==> config.mk <==
export PLATFORM = sky130hd
export DESIGN_NAME = display_mux
export DESIGN_NICKNAME = d
export VERILOG_FILES = /design/src/rtl/display_pkg.sv /design/src/rtl/slot_timer.sv /design/src/rtl/display_mux.sv
export SDC_FILE = /design/constraint.sdc
export NUM_CORES = 1
export LEC_CHECK = 0
export ABC_CLOCK_PERIOD_IN_PS = 4720
export BUFFER_PORTS_ARGS = -buffer_cell sky130_fd_sc_hd__buf_2
export CAP_MARGIN = 30
export CORE_UTILIZATION = 27
export DETAILED_ROUTE_END_ITERATION = 12
export SLEW_MARGIN = 40
export SYNTH_ARGS = -nofsm -noshare
export SYNTH_HDL_FRONTEND = slang
export SYNTH_SLANG_ARGS = --single-unit
==> constraint.sdc <==
create_clock -name clk -period 4.72 [get_ports clk]
set_clock_uncertainty 0.1 [all_clocks]
set_input_delay 0.944 -clock clk [delete_from_list [all_inputs] [get_ports clk]]
set_output_delay 0.944 -clock clk [all_outputs]
set_load 0.1 [all_outputs]
==> src/rtl/display_pkg.sv <==
// display_pkg: shared types and constants for the two-digit display multiplexer.
//   mux_state_t       - refresh sequencer states (GAP0/GAP1 used only with
//                       DISPLAY_DEAD_TIME_EN)
//   ANODE_ON/OFF      - anode enable levels for the PNP drivers (active low)
//   SLOT_CYCLES_DEF   - default lit time per digit at 48 MHz (~1 kHz per digit)
//   BLANK_CYCLES_DEF  - default dead time between digits
package display_pkg;

  typedef enum logic [2:0] {
    OFF  = 3'd0,
    DIG0 = 3'd1,
    GAP0 = 3'd2,
    DIG1 = 3'd3,
    GAP1 = 3'd4
  } mux_state_t;

  localparam logic ANODE_ON  = 1'b0;
  localparam logic ANODE_OFF = 1'b1;

  localparam int SLOT_CYCLES_DEF  = 24000;
  localparam int BLANK_CYCLES_DEF = 480;

endpackage

==> src/rtl/slot_timer.sv <==
// slot_timer: up-counter timing one display slot or gap.
//   clk     - system clock
//   reset_n - asynchronous active-low reset (count to 0)
//   clr     - synchronous clear, asserted on every state entry
//   limit   - length of the current interval in cycles (>= 1)
//   done    - high while the count sits on its terminal value limit-1
// The counter stops on the terminal value instead of wrapping, so a held
// state never sees a spurious second terminal count.
module slot_timer
  import display_pkg::*;
#(
  parameter int CNT_W = 1
) (
  input  logic           clk,
  input  logic           reset_n,
  input  logic           clr,
  input  logic [CNT_W:0] limit,
  output logic           done
);

  localparam logic [CNT_W:0]   LIM_ONE = 1;
  localparam logic [CNT_W-1:0] CNT_ONE = 1;

  logic [CNT_W-1:0] cnt_q, cnt_d;
  logic [CNT_W:0]   last;

  assign last = limit - LIM_ONE;
  assign done = ({1'b0, cnt_q} == last);

  always_comb begin
    cnt_d = cnt_q;
    if (clr) begin
      cnt_d = '0;
    end else if (!done) begin
      cnt_d = cnt_q + CNT_ONE;
    end
  end

  always_ff @(posedge clk or negedge reset_n) begin
    if (!reset_n) begin
      cnt_q <= '0;
    end else begin
      cnt_q <= cnt_d;
    end
  end

endmodule

==> src/rtl/display_mux.sv <==
// display_mux: time-multiplexes two hex digits onto one seg_display decoder
// and drives the two active-low common-anode enables.
//   clk        - 48 MHz system clock
//   reset_n    - asynchronous active-low reset
//   s0, s1     - hex values for digit 0 (left) and digit 1 (right)
//   s          - hex value presented to seg_display (registered)
//   an0_n      - digit 0 anode enable, low = lit (registered)
//   an1_n      - digit 1 anode enable, low = lit (registered)
//   frame_tick - one-cycle pulse on the first cycle of each new frame
// Optional build macro DISPLAY_DEAD_TIME_EN inserts BLANK_CYCLES of all-off
// time after each digit to hide transistor turn-off ghosting.
module display_mux
  import display_pkg::*;
#(
  parameter int SLOT_CYCLES  = SLOT_CYCLES_DEF,
  parameter int BLANK_CYCLES = BLANK_CYCLES_DEF
) (
  input  logic       clk,
  input  logic       reset_n,
  input  logic [3:0] s0,
  input  logic [3:0] s1,
  output logic [3:0] s,
  output logic       an0_n,
  output logic       an1_n,
  output logic       frame_tick
);

  localparam int CNT_MAX = (SLOT_CYCLES > BLANK_CYCLES) ? SLOT_CYCLES : BLANK_CYCLES;
  localparam int CNT_W   = (CNT_MAX <= 2) ? 1 : $clog2(CNT_MAX);

  localparam logic [CNT_W:0] SLOT_LIM  = (CNT_W+1)'(SLOT_CYCLES);
  localparam logic [CNT_W:0] BLANK_LIM = (CNT_W+1)'(BLANK_CYCLES);

  mux_state_t     state_q, state_d;
  logic [3:0]     s_q, s_d;
  logic           an0_n_q, an0_n_d;
  logic           an1_n_q, an1_n_d;
  logic           frame_tick_q, frame_tick_d;
  logic           entering;
  logic           done;
  logic [CNT_W:0] limit;

  // Gaps use the blank length; everything else (including OFF) the slot length.
  assign limit    = (state_q == GAP0 || state_q == GAP1) ? BLANK_LIM : SLOT_LIM;
  assign entering = (state_d != state_q);

  slot_timer #(
    .CNT_W(CNT_W)
  ) u_slot_timer (
    .clk    (clk),
    .reset_n(reset_n),
    .clr    (entering),
    .limit  (limit),
    .done   (done)
  );

  always_comb begin
    state_d = state_q;
    unique case (state_q)
      OFF: state_d = DIG0;
`ifdef DISPLAY_DEAD_TIME_EN
      DIG0: if (done) state_d = GAP0;
      GAP0: if (done) state_d = DIG1;
      DIG1: if (done) state_d = GAP1;
      GAP1: if (done) state_d = DIG0;
`else
      DIG0: if (done) state_d = DIG1;
      DIG1: if (done) state_d = DIG0;
      GAP0: state_d = DIG1;
      GAP1: state_d = DIG0;
`endif
      default: state_d = OFF;
    endcase
  end

  // Outputs change only on state entry, so digit inputs are sampled exactly
  // once per slot and mid-slot changes wait for the next entry.
  always_comb begin
    s_d          = s_q;
    an0_n_d      = an0_n_q;
    an1_n_d      = an1_n_q;
    frame_tick_d = 1'b0;
    if (entering) begin
      unique case (state_d)
        DIG0: begin
          s_d          = s0;
          an0_n_d      = ANODE_ON;
          an1_n_d      = ANODE_OFF;
          frame_tick_d = (state_q == DIG1) || (state_q == GAP1);
        end
        DIG1: begin
          s_d     = s1;
          an0_n_d = ANODE_OFF;
          an1_n_d = ANODE_ON;
        end
        GAP0, GAP1: begin
          an0_n_d = ANODE_OFF;
          an1_n_d = ANODE_OFF;
        end
        default: begin
          an0_n_d = ANODE_OFF;
          an1_n_d = ANODE_OFF;
        end
      endcase
    end
  end

  always_ff @(posedge clk or negedge reset_n) begin
    if (!reset_n) begin
      state_q      <= OFF;
      s_q          <= 4'h0;
      an0_n_q      <= ANODE_OFF;
      an1_n_q      <= ANODE_OFF;
      frame_tick_q <= 1'b0;
    end else begin
      state_q      <= state_d;
      s_q          <= s_d;
      an0_n_q      <= an0_n_d;
      an1_n_q      <= an1_n_d;
      frame_tick_q <= frame_tick_d;
    end
  end

  assign s          = s_q;
  assign an0_n      = an0_n_q;
  assign an1_n      = an1_n_q;
  assign frame_tick = frame_tick_q;

endmodule

## Word level (Yosys, flattened, before mapping)

Index checks and enable logic that the tools add are counted.

- Bits in registers: 25
- Output and inout port bits: 7
- Word-level logic and storage cells: 34

- Add/subtract/negate cells: 2
- Equality and inequality tests: 9
- Muxes and demuxes: 11
- Reduce and logical (&&, ||, !) cells: 6

Operators with widths:

| operator | number |
|---|---|
| $mux W15 | 3 |
| $eq A15 B16 Y1 | 1 |
| $sub A15 B1 Y16 const B | 1 |
| $add A15 B1 Y15 const B | 1 |
| $pmux W3 S4 | 1 |
| $eq A3 B2 Y1 const B | 3 |
| $pmux W4 S2 | 1 |
| $eq A3 B1 Y1 const B | 2 |
| $mux W3 | 2 |
| $mux W1 | 4 |
| $eq A3 B3 Y1 const B | 1 |
| $logic_not A3 Y1 | 1 |
| $ne A3 B3 Y1 | 1 |
| $logic_or A1 B1 Y1 | 2 |
| $ne A2 B2 Y1 const B | 1 |
| $reduce_and A2 Y1 | 1 |
| $reduce_bool A2 Y1 | 1 |
| $reduce_or A2 Y1 | 1 |

## Longest topological paths before layout

Gate-level depths: netlist of run 1.

- Depth after elaboration: 10
- Gate-level depth with buffers: 8
- Gate-level depth less buffers: 7

## Cells and area by module

A second synthesis of run 1 with hierarchy kept.

- Cell total of the unflattened synthesis: 207
- Area total of the unflattened synthesis: 1881.8 um2

By module, submodules not included:

| module | instances | cells an instance | area an instance (um2) |
|---|---|---|---|
| slot_timer | 1 | 158 | 1368.8 |
| display_mux | 1 | 49 | 513.0 |

## Least setup slack after synthesis of run 1

No wires, ideal clock.

- Path kind: register to register
- From: reg u_slot_timer.cnt_q[0]
- To: reg s_q[0] (netlist: s[0])
- Data arrival time: 2074 ps
- Setup slack: 2412 ps
- Stages on the path, launching flop included: 9
- Path buffers: 1
- Period minus slack after synthesis: 2308 ps
- Path through: dfrtp_1 > ha_1 > nand4_1 > or4_4 > or3_1 > a21o_1 > buf_2 > mux2i_1 > o21ai_0

- Longest elaborated chain between the ends: 6
- Elaborated cells on any way between the ends: 10

Ends and longest elaborated chain:

| what | RTL line | RTL |
|---|---|---|
| start: declaration | slot_timer.sv:24 | `logic [CNT_W-1:0] cnt_q, cnt_d;` |
| start signal: assignment | slot_timer.sv:43 | `cnt_q <= cnt_d;` |
| $eq A15 B16 Y1 (*) | slot_timer.sv:28 | `assign done = ({1'b0, cnt_q} == last);` |
| $mux W3, on equally long branches | display_mux.sv:68, display_mux.sv:67 |  |
| $pmux W3 S4 (*) | display_mux.sv:59 | `unique case (state_q)` |
| $eq A3 B2 Y1 or $eq A3 B1 Y1 (tied branches) | display_mux.sv:84 | `unique case (state_d)` |
| $reduce_bool A2 Y1 (no source line) | n/a |  |
| $reduce_and A2 Y1 (no source line) | n/a |  |
| end signal: assignment | display_mux.sv:111 | `s_q <= 4'h0;` |
| end signal: assignment | display_mux.sv:117 | `s_q <= s_d;` |
| end: declaration | display_mux.sv:35 | `logic [3:0] s_q, s_d;` |

Every way passes the cells marked *; elsewhere a longest branch is shown, timed or not.
A chain may end at the register's enable or synchronous reset.

## Final worst setup path of run 1

- From: reg u_slot_timer.cnt_q[0]
- To: reg s_q[3] (netlist: s[3])

The elaborated chain is that of the path after synthesis.

==> results.ini, run 1 <==
[synthesis]
syn_avg_cell_area_um2 = 10.25
yosysUniqueCellTypes = 34
synth_seq_cells = 25
async_flop_share_pct = 100.0
synth_top_cell_by_area = dfrtp_1
ys_seq_area_share_pct = 51.49
synth_edf_count = 0
synth_flop_cell = dfrtp_1
ys_top_cells_by_area = dfrtp_1 (47%), nor2_1 (5.8%), xor2_1 (5.7%)
syn_nets = 130
synth_area_um2 = 1220
synth_warnings = 0
synthCells = 119
yosysTopAreaCellShare_pct = 47.18

[sta]
final-hold-violation-count = 0
worst_slack_ns = 2.239
drv_slew = 0
fmax_mhz = 403.1
fin_crit_sh_pct = 52.56
rsz0062_at_grt = false
relSlewSlack_pct = 63.72
setup_tns_ns = 0
tightest_slew_ns = 0.5442
setup_viol = 0
min_period_ns = 2.481

[global_route]
grtUsageTotal_pct = 9.317
antenna_found_initial = 0
grt_pass1_wl_um = 3657
grt_max_degree = 26
grt_pass1_vias = 835
grt_overflow = 0

[place]
post_dp_cell_area_um2 = 1341
dpl.hpwl_um = 1538
port_buffers = 16
place_ws_ns = 2.251
routabilityCongestion = 0.7693

[drt]
drc = 0
drt-total-wl_um = 2107
ant_nets = 0
vias = 864
drt-pass1-iter-count = 3
initialDrtViolationCount = 10
wire_per_inst_um = 11.27
vias_per_cell = 4.620

[cts]
hold_buffers = 0
clock_path_buffers = 2
cts_tree = yes
clkSinkCount = 25
cts.clk_slew.worst_paths_ns = 0.09
cts_root_buffer = clkbuf_8
cts_buffers = 3
post-cts-setup-buffers = 0
cts_resized = 0
cts_htree_levels = 1
clk_latency_ns = 0.27

[critical_path]
r2r_end = s[3]$_DFFE_PN0P_
r2r_start = u_slot_timer.cnt_q[0]$_DFFE_PN0P_
crit_fanout = 5
worstSetupStartpointType = flop
crit_type = reg -> reg
rr_worst_depth = 7
startpoint = u_slot_timer.cnt_q[0]$_DFFE_PN0P_
worstPathRequired_ns = 4.76
r2r_slack_ns = 2.24
cp-end-kind = flop
arrival_ns = 2.52

[layout]
antenna_cells = 0
nNetsFinal = 147
fin_area_um2 = 1390
syn_to_final_growth_pct = 13.95
layout-drive-gt1-share_pct = 20.74
fillers = 447

[power]
cellLeakagePower_nw = 0.6049
powerDensity_nw_per_um2 = 311.6
vdd_drop_max_v = 0.0001875

[die]
die_w_um = 69.22
start_util_pct = 28.02
fp.dieArea_um2 = 4791
io_pins = 17
core_area_um2 = 4354
fp.dieH_um = 69.22
row_count = 24

[min_path]
hold_end = s[0]$_DFFE_PN0P_
min_path_cells = 2
min-delay-path-class = reg -> reg
hold_start = s[0]$_DFFE_PN0P_

[run_status]
status = finished clean

[job]
maxCapViolCount = 0

## how the worst max path moves through the flow
stage / end / slack (ns)
floorplan: s[0]$_DFFE_PN0P_ / 2.41
global placement: s[1]$_DFFE_PN0P_ / 2.31
detailed placement: s[3]$_DFFE_PN0P_ / 2.25
CTS: s[3]$_DFFE_PN0P_ / 2.23
global route: s[0]$_DFFE_PN0P_ / 2.12
finish: s[3]$_DFFE_PN0P_ / 2.24
## final cells by class
cell class	count	area, µm²	area share (%)
Sequential cell	25	628.1	45.18
Multi-Input combinational cell	86	553.0	39.78
Timing Repair Buffer	16	80.08	5.761
Tap cell	52	65.06	4.680
Clock buffer	3	41.29	2.970
Inverter	4	15.01	1.080
Clock inverter	1	7.507	0.5401
## critical path: stages (launching register included)
cell and delay [ns]:
dfrtp_1 0.40, ha_1 0.22, nand4_1 0.18, or4_4 0.55, or3_1 0.36, a21o_1 0.28
mux2i_1 0.17, o21ai_0 0.09
## cells in the mapped netlist, drive strengths merged (2+ instances only)
cell type	count
xnor2	5
buf	2
nor2	19
clkbuf	2
xor2	8
inv	4
and4	2
nand2	10
nand4	3
or4	2
mux2i	4
dfrtp	23
or3	2
nand3	6
a21oi	2
o21ai	9
dfstp	2
## logic make-up after synthesis
logic type	count (synthesis)	synth area share [%]
adders and majority gates	1	1.025
and+or+nand+nor	51	21.85
other	1	0.3074
DFF	25	51.49
AOI/OAI and AO/OA	16	9.540
buffers and inverters	8	3.179
xor gates and xnor gates	13	9.333
muxes	4	3.282
## routing by layer
| metal | share of wire, % | vias up | track usage, % | wire length [µm] |
|---|---|---|---|---|
| met3 | 3.9 | 2 | 2.326 | 82 |
| li1 | - | 438 | - | - |
| met1 | 51 | 410 | 12.48 | 1067 |
| met5 | 0 | - | 0 | 0 |
| met2 | 45 | 14 | 14.89 | 949 |
| met4 | 0.33 | 0 | 2.721 | 7 |
## flip-flops by register name (all words and copies together) (netlist names)
signal	count
u_slot_timer.cnt_q	15
an1_n	1
frame_tick	1
an0_n	1
state_q	3
s	4
## where the power goes
part | switching [mW] | total [mW] | internal (mW) | leakage, nW
sequential | 0.00554 | 0.229 | 0.223 | 0.328
combinational | 0.0633 | 0.0766 | 0.0132 | 0.256
clock | 0.0681 | 0.128 | 0.0598 | 0.0217
total | 0.137 | 0.433 | 0.296 | 0.605
## through the flow
stage | hold WS [ns] | std cells | util, % | total power, mW
floorplan | 0.3501 | 119 | - | 0.2931
global placement | 0.3612 | 183 | 30.80 | 0.3092
detailed placement | 0.3684 | 183 | 30.80 | 0.3103
CTS | 0.3879 | 187 | 31.93 | 0.4387
global route | 0.4234 | 187 | 31.93 | 0.4555
finish | 0.3813 | 187 | 31.93 | 0.4331
## layout by cell type (no fill, tap or decap), drive strengths merged
| cell type | count |
|---|---|
| dfrtp | 23 |
| nor2 | 19 |
| buf | 16 |
| nand2 | 10 |
| o21ai | 9 |
| xor2 | 8 |
| nand3 | 6 |
| xnor2 | 5 |
| inv | 4 |
| mux2i | 4 |
| nand4 | 3 |
| clkbuf | 3 |
| and4 | 2 |
| or3 | 2 |
| a21oi | 2 |
| dfstp | 2 |
| or4 | 2 |
| nand4b | 1 |
| a21o | 1 |
| or4b | 1 |
| o211ai | 1 |
| a221oi | 1 |
| nor2b | 1 |
| a32o | 1 |
| nand2b | 1 |
| nor3b | 1 |
| a31oi | 1 |
| or2b | 1 |
| or2 | 1 |
| ha | 1 |
| clkinvlp | 1 |
| conb | 1 |
No activity file was read; power rests on OpenSTA's default activity.
==> inputs of run 2 (changes only) <==
- ABC_CLOCK_PERIOD_IN_PS: 4720 -> 2250
- clock period: 4.72 -> 2.25 ns (I/O delays scaled with it)
==> run 2 against run 1 <==
  * The flow now finishes with violations (setup timing)
  * Sequential power rose by 110%
  * Cell area rose by 10%
  * Combinational power rose by 120%
  * Register-to-register slack got worse by 2.3 ns
  * Worst setup slack got worse by 2.3 ns
  * Maximum frequency rose by 5.9%
  * Critical path type unchanged
  * Die area did not move
  * Count of clock-buffer cells in the layout did not move
  * Utilization rose by 3.3 points
  * Cell count rose by 7.5%
  * Global-route usage rose by 1.9 points
  * Sequential cell count did not move
==> results.ini, run 2 (synthesis results as in run 1) <==
[run_status]
status = finished with violations  ; was finished clean
violations = setup timing

[power]
cellLeakagePower_nw = 0.6980  ; was 0.6049 nW
p_clk_share_pct = 29.4  ; was 29.5%
powerDensity_nw_per_um2 = 602.8  ; was 311.6 nW/µm²
p_int_uw = 627.0  ; was 296.1 µW
swShare_pct = 32.14  ; was 31.62%
seq_power_share_pct = 52.0  ; was 52.8%
p_sw_uw = 297.0  ; was 136.9 µW
vdd_drop_max_v = 0.0002592  ; was 0.0001875 V
power_frac_comb_pct = 18.6  ; was 17.7%

[drt]
drt-pass1-iter-count = 4  ; was 3
initialDrtViolationCount = 29  ; was 10
vias = 936  ; was 864
wire_per_inst_um = 11.59  ; was 11.27 µm
drt-total-wl_um = 2330  ; was 2107 µm
vias_per_cell = 4.657  ; was 4.620
drc = 0  ; unchanged
ant_nets = 0  ; unchanged

[global_route]
grt_pass1_wl_um = 4388  ; was 3657 µm
grt_overflow = 0  ; unchanged
grt_max_degree = 26  ; unchanged
antenna_found_initial = 0  ; unchanged
grt_pass1_vias = 986  ; was 835
grtUsageTotal_pct = 11.22  ; was 9.317%

[sta]
worst_slack_ns = -0.09301  ; was 2.239 ns
setup_viol = 21  ; was 0
rsz0062_at_grt = true  ; was false
tightest_slew_ns = 0.5601  ; was 0.5442 ns
min_period_ns = 2.343  ; was 2.481 ns
final-hold-violation-count = 0  ; unchanged
drv_slew = 0  ; unchanged
fin_crit_sh_pct = 104.1  ; was 52.56%
fmax_mhz = 426.8  ; was 403.1 MHz
relSlewSlack_pct = 62.66  ; was 63.72%

[critical_path]
arrival_ns = 2.40  ; was 2.52 ns
cp_slowest_stage_delay_ns = 0.52  ; was 0.55 ns
crit_fanout = 15  ; was 5
critPathTopFamily = simple AND/OR/NAND/NOR gates  ; unchanged
cpMaxStageDelayCell = or4_4  ; unchanged
cp_num_buf_inv = 0  ; unchanged
cp-end-kind = flop  ; unchanged
crit_type = reg -> reg  ; unchanged
cp_cell_sequence = or4_4 -> or4b_4 -> a221oi_4 -> or2b_4 -> nor2_1  ; was ha_1 -> nand4_1 -> or4_4 -> or3_1 -> a21o_1 -> mux2i_1 -> o21ai_0
worstSetupStartpointType = flop  ; unchanged
worstPathRequired_ns = 2.31  ; was 4.76 ns

[layout]
fillers = 434  ; was 447
final_common_cell = dfrtp_1  ; unchanged
fin_util_pct = 35.20  ; was 31.93%
final_cell_mix = dfrtp_1 (23), nor2_1 (19), buf_2 (16), buf_4 (13), nand2_1 (9)  ; was dfrtp_1 (23), nor2_1 (19), buf_2 (16), nand2_1 (10)
largest_register = u_slot_timer.cnt_q  ; unchanged
antenna_cells = 0  ; unchanged
syn_to_final_growth_pct = 25.64  ; was 13.95%
largest_reg_flops = 15  ; unchanged
fin_area_um2 = 1533  ; was 1390 µm²
nNetsFinal = 161  ; was 147
layout-drive-gt1-share_pct = 32.21  ; was 20.74%

[die]
die_w_um = 69.22  ; unchanged
core_area_um2 = 4354  ; unchanged
fp.dieH_um = 69.22  ; unchanged
row_count = 24  ; unchanged
io_pins = 17  ; unchanged
start_util_pct = 28.02  ; unchanged
fp.dieArea_um2 = 4791  ; unchanged

[cts]
clock_path_buffers = 2  ; unchanged
cts_tree = yes  ; unchanged
clkSinkCount = 25  ; unchanged
cts_buffers = 3  ; unchanged
cts.clk_slew.worst_paths_ns = 0.09  ; about the same
cts_root_buffer = clkbuf_8  ; unchanged
cts_htree_levels = 1  ; unchanged
clk_latency_ns = 0.27  ; about the same

[place]
dpl.hpwl_um = 1683  ; was 1538 µm
port_buffers = 16  ; unchanged
post_dp_cell_area_um2 = 1426  ; was 1341 µm²
routabilityCongestion = 0.7398  ; was 0.7693
place_ws_ns = -0.04735  ; was 2.251 ns

[min_path]
min-delay-path-class = in -> async  ; was reg -> reg

[job]
maxCapViolCount = 0  ; unchanged

[run 2: path summary, 6_finish.rpt]
check / start / to / slack [ns] / cells past startpoint
max: u_slot_timer.cnt_q[10]$_DFFE_PN0P_ / u_slot_timer.cnt_q[7]$_DFFE_PN0P_ / -0.09 / 5
max in group asynchronous: reset_n / an1_n$_DFFE_PN1P_ / 1.62 / 1
min reg2reg: s[2]$_DFFE_PN0P_ / s[2]$_DFFE_PN0P_ / 0.39 / 2
min in group clk: s1[3] / s[3]$_DFFE_PN0P_ / 0.34 / 3
max reg2reg: u_slot_timer.cnt_q[10]$_DFFE_PN0P_ / u_slot_timer.cnt_q[7]$_DFFE_PN0P_ / -0.09 / 5
min: reset_n / u_slot_timer.cnt_q[14]$_DFFE_PN0P_ / 0.06 / 1
[run 2: final cells by class]
cell class	count	area [µm²]	share of cell area [%]
clock buffer	3	41.29	2.694
multi-input combinational	86	589.3	38.45
inverter	4	15.01	0.9796
tap	52	65.06	4.245
timing repair buffer	30	188.9	12.33
sequential	25	628.1	40.98
clock inverter	1	5.005	0.3265
[run 2: power groups by stage]
stage | Clock [mW] | Sequential [mW] | Combinational [mW]
floorplan | 0 | 0.584 | 0.0317
global placement | 0 | 0.488 | 0.167
detailed placement | 0 | 0.489 | 0.169
CTS | 0.281 | 0.481 | 0.169
global route | 0.303 | 0.483 | 0.183
finish | 0.272 | 0.481 | 0.172
[run 2: what timing repair did]
action | CTS | global route
endpoints found under the setup margin | 21 | 22
gates resized for setup | 3 | 11
hold buffers | 0 | 0
pin swaps | 5 | 5
buffers inserted | 2 | 1
[run 2: metrics by stage]
stage / cells / setup TNS, ns / power (mW) / hold slack (ns)
floorplan: 119 / -0.2859 / 0.6152 / 0.05441
CTS: 200 / -0.4597 / 0.9306 / 0.07995
global route: 201 / -3.307 / 0.9690 / 0.08950
detailed placement: 194 / -0.4417 / 0.6575 / 0.3695
finish: 201 / -1.448 / 0.9240 / 0.05884
global placement: 194 / -0.3875 / 0.6546 / 0.3668
[run 2: worst reg2reg max path: stages (launching register included)]
cell      delay, ns
dfrtp_1        0.39
or4_4          0.52
or4b_4         0.51
a221oi_4       0.35
or2b_4         0.29
nor2_1         0.07
[run 2: metal layers]
layer / share of wire [%] / GRT usage (%)
met1: 48 / 15.19
met2: 48 / 17.91
met3: 3.3 / 2.035
met4: 1.2 / 4.082
met5: 0 / 0
==> inputs of run 3 (changes only) <==
- CORE_MARGIN: not set -> 3
- PLACE_DENSITY_LB_ADDON: not set -> 0.08
==> run 3 against run 2 <==
  * The run still ends with setup timing left
  * Global-route usage down 1.1 points
  * Maximum frequency up 0.66%
  * Count of clock-buffer cells in the layout up 1
  * Critical path depth up 1
==> results.ini, run 3 (synthesis results as in run 1) <==
[run_status]
status = finished with violations  ; unchanged
violations = setup timing  ; unchanged

[place]
dpl.hpwl_um = 1769  ; was 1683 µm
routabilityCongestion = 0.7328  ; was 0.7398
port_buffers = 16  ; unchanged
place_ws_ns = -0.04091  ; was -0.04735 ns

[global_route]
grtUsageTotal_pct = 10.15  ; was 11.22%
grt_overflow = 0  ; unchanged
grt_pass1_wl_um = 4209  ; was 4388 µm
grt_max_degree = 26  ; unchanged
antenna_found_initial = 0  ; unchanged
grt_pass1_vias = 942  ; was 986

[layout]
multiInputGateArea_um2 = 581.8  ; was 589.3 µm²
layout-drive-gt1-share_pct = 32.67  ; was 32.21%
syn_to_final_growth_pct = 24.41  ; was 25.64%
largest_reg_flops = 15  ; unchanged
largest_register = u_slot_timer.cnt_q  ; unchanged
fillers = 417  ; was 434
final_cell_mix = dfrtp_1 (23), nor2_1 (16), buf_2 (16), buf_4 (14), nand2_1 (9)  ; was dfrtp_1 (23), nor2_1 (19), buf_2 (16), buf_4 (13), nand2_1 (9)
ff_latch_area_um2 = 628.1  ; unchanged
final_common_cell = dfrtp_1  ; unchanged
antenna_cells = 0  ; unchanged
nNetsFinal = 162  ; was 161

[cts]
cts_buffers = 3  ; unchanged
clkSinkCount = 25  ; unchanged
cts_root_buffer = clkbuf_8  ; unchanged
hold_buffers = 0  ; unchanged
cts_tree = yes  ; unchanged
cts.clk_slew.worst_paths_ns = 0.09  ; about the same
clock_path_buffers = 2  ; unchanged
clk_latency_ns = 0.27  ; about the same
cts_htree_levels = 1  ; unchanged

[critical_path]
cp-end-kind = flop  ; unchanged
worstSetupStartpointType = flop  ; unchanged
cp_num_buf_inv = 1  ; was 0
crit_type = reg -> reg  ; unchanged
startpoint = u_slot_timer.cnt_q[10]$_DFFE_PN0P_  ; unchanged
r2r_slack_ns = -0.08  ; was -0.09 ns
worstPathRequired_ns = 2.31  ; about the same
cpMaxStageDelayCell = or4_1  ; was or4_4
cp.depth = 6  ; was 5
r2r_end = u_slot_timer.cnt_q[0]$_DFFE_PN0P_  ; was u_slot_timer.cnt_q[7]$_DFFE_PN0P_
endpoint = u_slot_timer.cnt_q[0]$_DFFE_PN0P_  ; was u_slot_timer.cnt_q[7]$_DFFE_PN0P_
critPathTopFamily = simple AND/OR/NAND/NOR gates  ; unchanged
cp_cell_sequence = or4_1 -> or4b_4 -> a221oi_4 -> buf_4 -> or2b_4 -> nor2_1  ; was or4_4 -> or4b_4 -> a221oi_4 -> or2b_4 -> nor2_1
rr_worst_depth = 6  ; was 5
r2r_start = u_slot_timer.cnt_q[10]$_DFFE_PN0P_  ; unchanged
crit_fanout = 8  ; was 15
cp_slowest_stage_delay_ns = 0.53  ; was 0.52 ns
arrival_ns = 2.39  ; was 2.40 ns

[drt]
drc = 0  ; unchanged
vias = 915  ; was 936
ant_nets = 0  ; unchanged
wire_per_inst_um = 12.15  ; was 11.59 µm
drt-pass1-iter-count = 3  ; was 4
initialDrtViolationCount = 20  ; was 29
vias_per_cell = 4.575  ; was 4.657
drt-total-wl_um = 2429  ; was 2330 µm

[sta]
fin_crit_sh_pct = 103.4  ; was 104.1%
min_period_ns = 2.328  ; was 2.343 ns
rsz0062_at_grt = true  ; unchanged
setup_tns_ns = -1.176  ; was -1.448 ns
worst_slack_ns = -0.07757  ; was -0.09301 ns
whs_ns = 0.06006  ; was 0.05884 ns
fmax_mhz = 429.6  ; was 426.8 MHz
tightest_slew_ns = 0.5647  ; was 0.5601 ns
final-hold-violation-count = 0  ; unchanged
setup_viol = 21  ; unchanged
relSlewSlack_pct = 62.35  ; was 62.66%
drv_slew = 0  ; unchanged

[die]
io_pins = 17  ; unchanged
start_util_pct = 29.24  ; was 28.02%
core_area_um2 = 4173  ; was 4354 µm²
row_count = 23  ; was 24
fp.dieH_um = 73.22  ; was 69.22 µm
die_w_um = 73.22  ; was 69.22 µm
fp.dieArea_um2 = 5360  ; was 4791 µm²

[power]
cellLeakagePower_nw = 0.6797  ; was 0.6980 nW
powerDensity_nw_per_um2 = 606.2  ; was 602.8 nW/µm²
vdd_drop_max_v = 0.0002757  ; was 0.0002592 V

[min_path]
min-delay-path-class = in -> async  ; unchanged

[job]
maxCapViolCount = 0  ; unchanged

==> run 3: cell count changes in the layout (fill, tap and decap cells not counted), moves of 3 or more <==
cell	previous run	this run
nor2_1	19	16
o21ai_0	2	7
nor2_2	0	3
o21ai_1	5	1
==> run 3: worst min path at each step <==
stage | slack (ns) | to | cells past startpoint | startpoint
after floorplan | 0.05 | frame_tick$_DFF_PN0_ | 0 | reset_n
after global placement | 0.36 | s[0]$_DFFE_PN0P_ | 2 | s[0]$_DFFE_PN0P_
after detailed placement | 0.37 | s[0]$_DFFE_PN0P_ | 2 | s[0]$_DFFE_PN0P_
after CTS | 0.09 | u_slot_timer.cnt_q[12]$_DFFE_PN0P_ | 1 | reset_n
after global routing | 0.11 | u_slot_timer.cnt_q[11]$_DFFE_PN0P_ | 1 | reset_n
final | 0.06 | u_slot_timer.cnt_q[12]$_DFFE_PN0P_ | 1 | reset_n
==> run 3: cell type report <==
cell class	count	area share, %
flip-flops and latches	25	41.38
multi-input cells	87	38.33
repair buffers	30	12.20
well taps	50	4.122
clock buffers	4	2.968
inverters	4	0.9893
==> run 3: through the flow <==
| step | cell area (µm²) | total power, mW | std cells | utilization [%] |
|---|---|---|---|---|
| after global routing | 1518 | 0.9683 | 200 | 36.37 |
| after detailed placement | 1439 | 0.6587 | 194 | 34.48 |
| after global placement | 1439 | 0.6567 | 194 | 34.48 |
| after CTS | 1486 | 0.9306 | 198 | 35.62 |
| final | 1518 | 0.9201 | 200 | 36.37 |
| after floorplan | 1222 | 0.6152 | 119 | - |
==> run 3: per-layer routing <==
| metal | wire length, µm | vias up | track usage, % |
|---|---|---|---|
| li1 | - | 469 | - |
| met1 | 1153 | 434 | 12.34 |
| met2 | 1164 | 10 | 17.08 |
| met3 | 94 | 2 | 3.719 |
| met4 | 17 | 0 | 2.254 |
| met5 | 0 | - | 0 |
==> run 3: power breakdown <==
group / leakage (nW) / switching, mW / internal (mW)
clock network: 0.0228 / 0.143 / 0.127
registers: 0.328 / 0.0108 / 0.468
logic: 0.329 / 0.138 / 0.0341
total: 0.680 / 0.291 / 0.629
==> run 3: repair_timing <==
| item | in CTS | in global routing |
|---|---|---|
| pin swaps | 0 | 6 |
| buffers inserted | 0 | 1 |
| cloned | 0 | 1 |
| resized for setup | 2 | 6 |
| endpoints found under the setup margin | 21 | 22 |
| endpoints found under the hold margin | 0 | 0 |
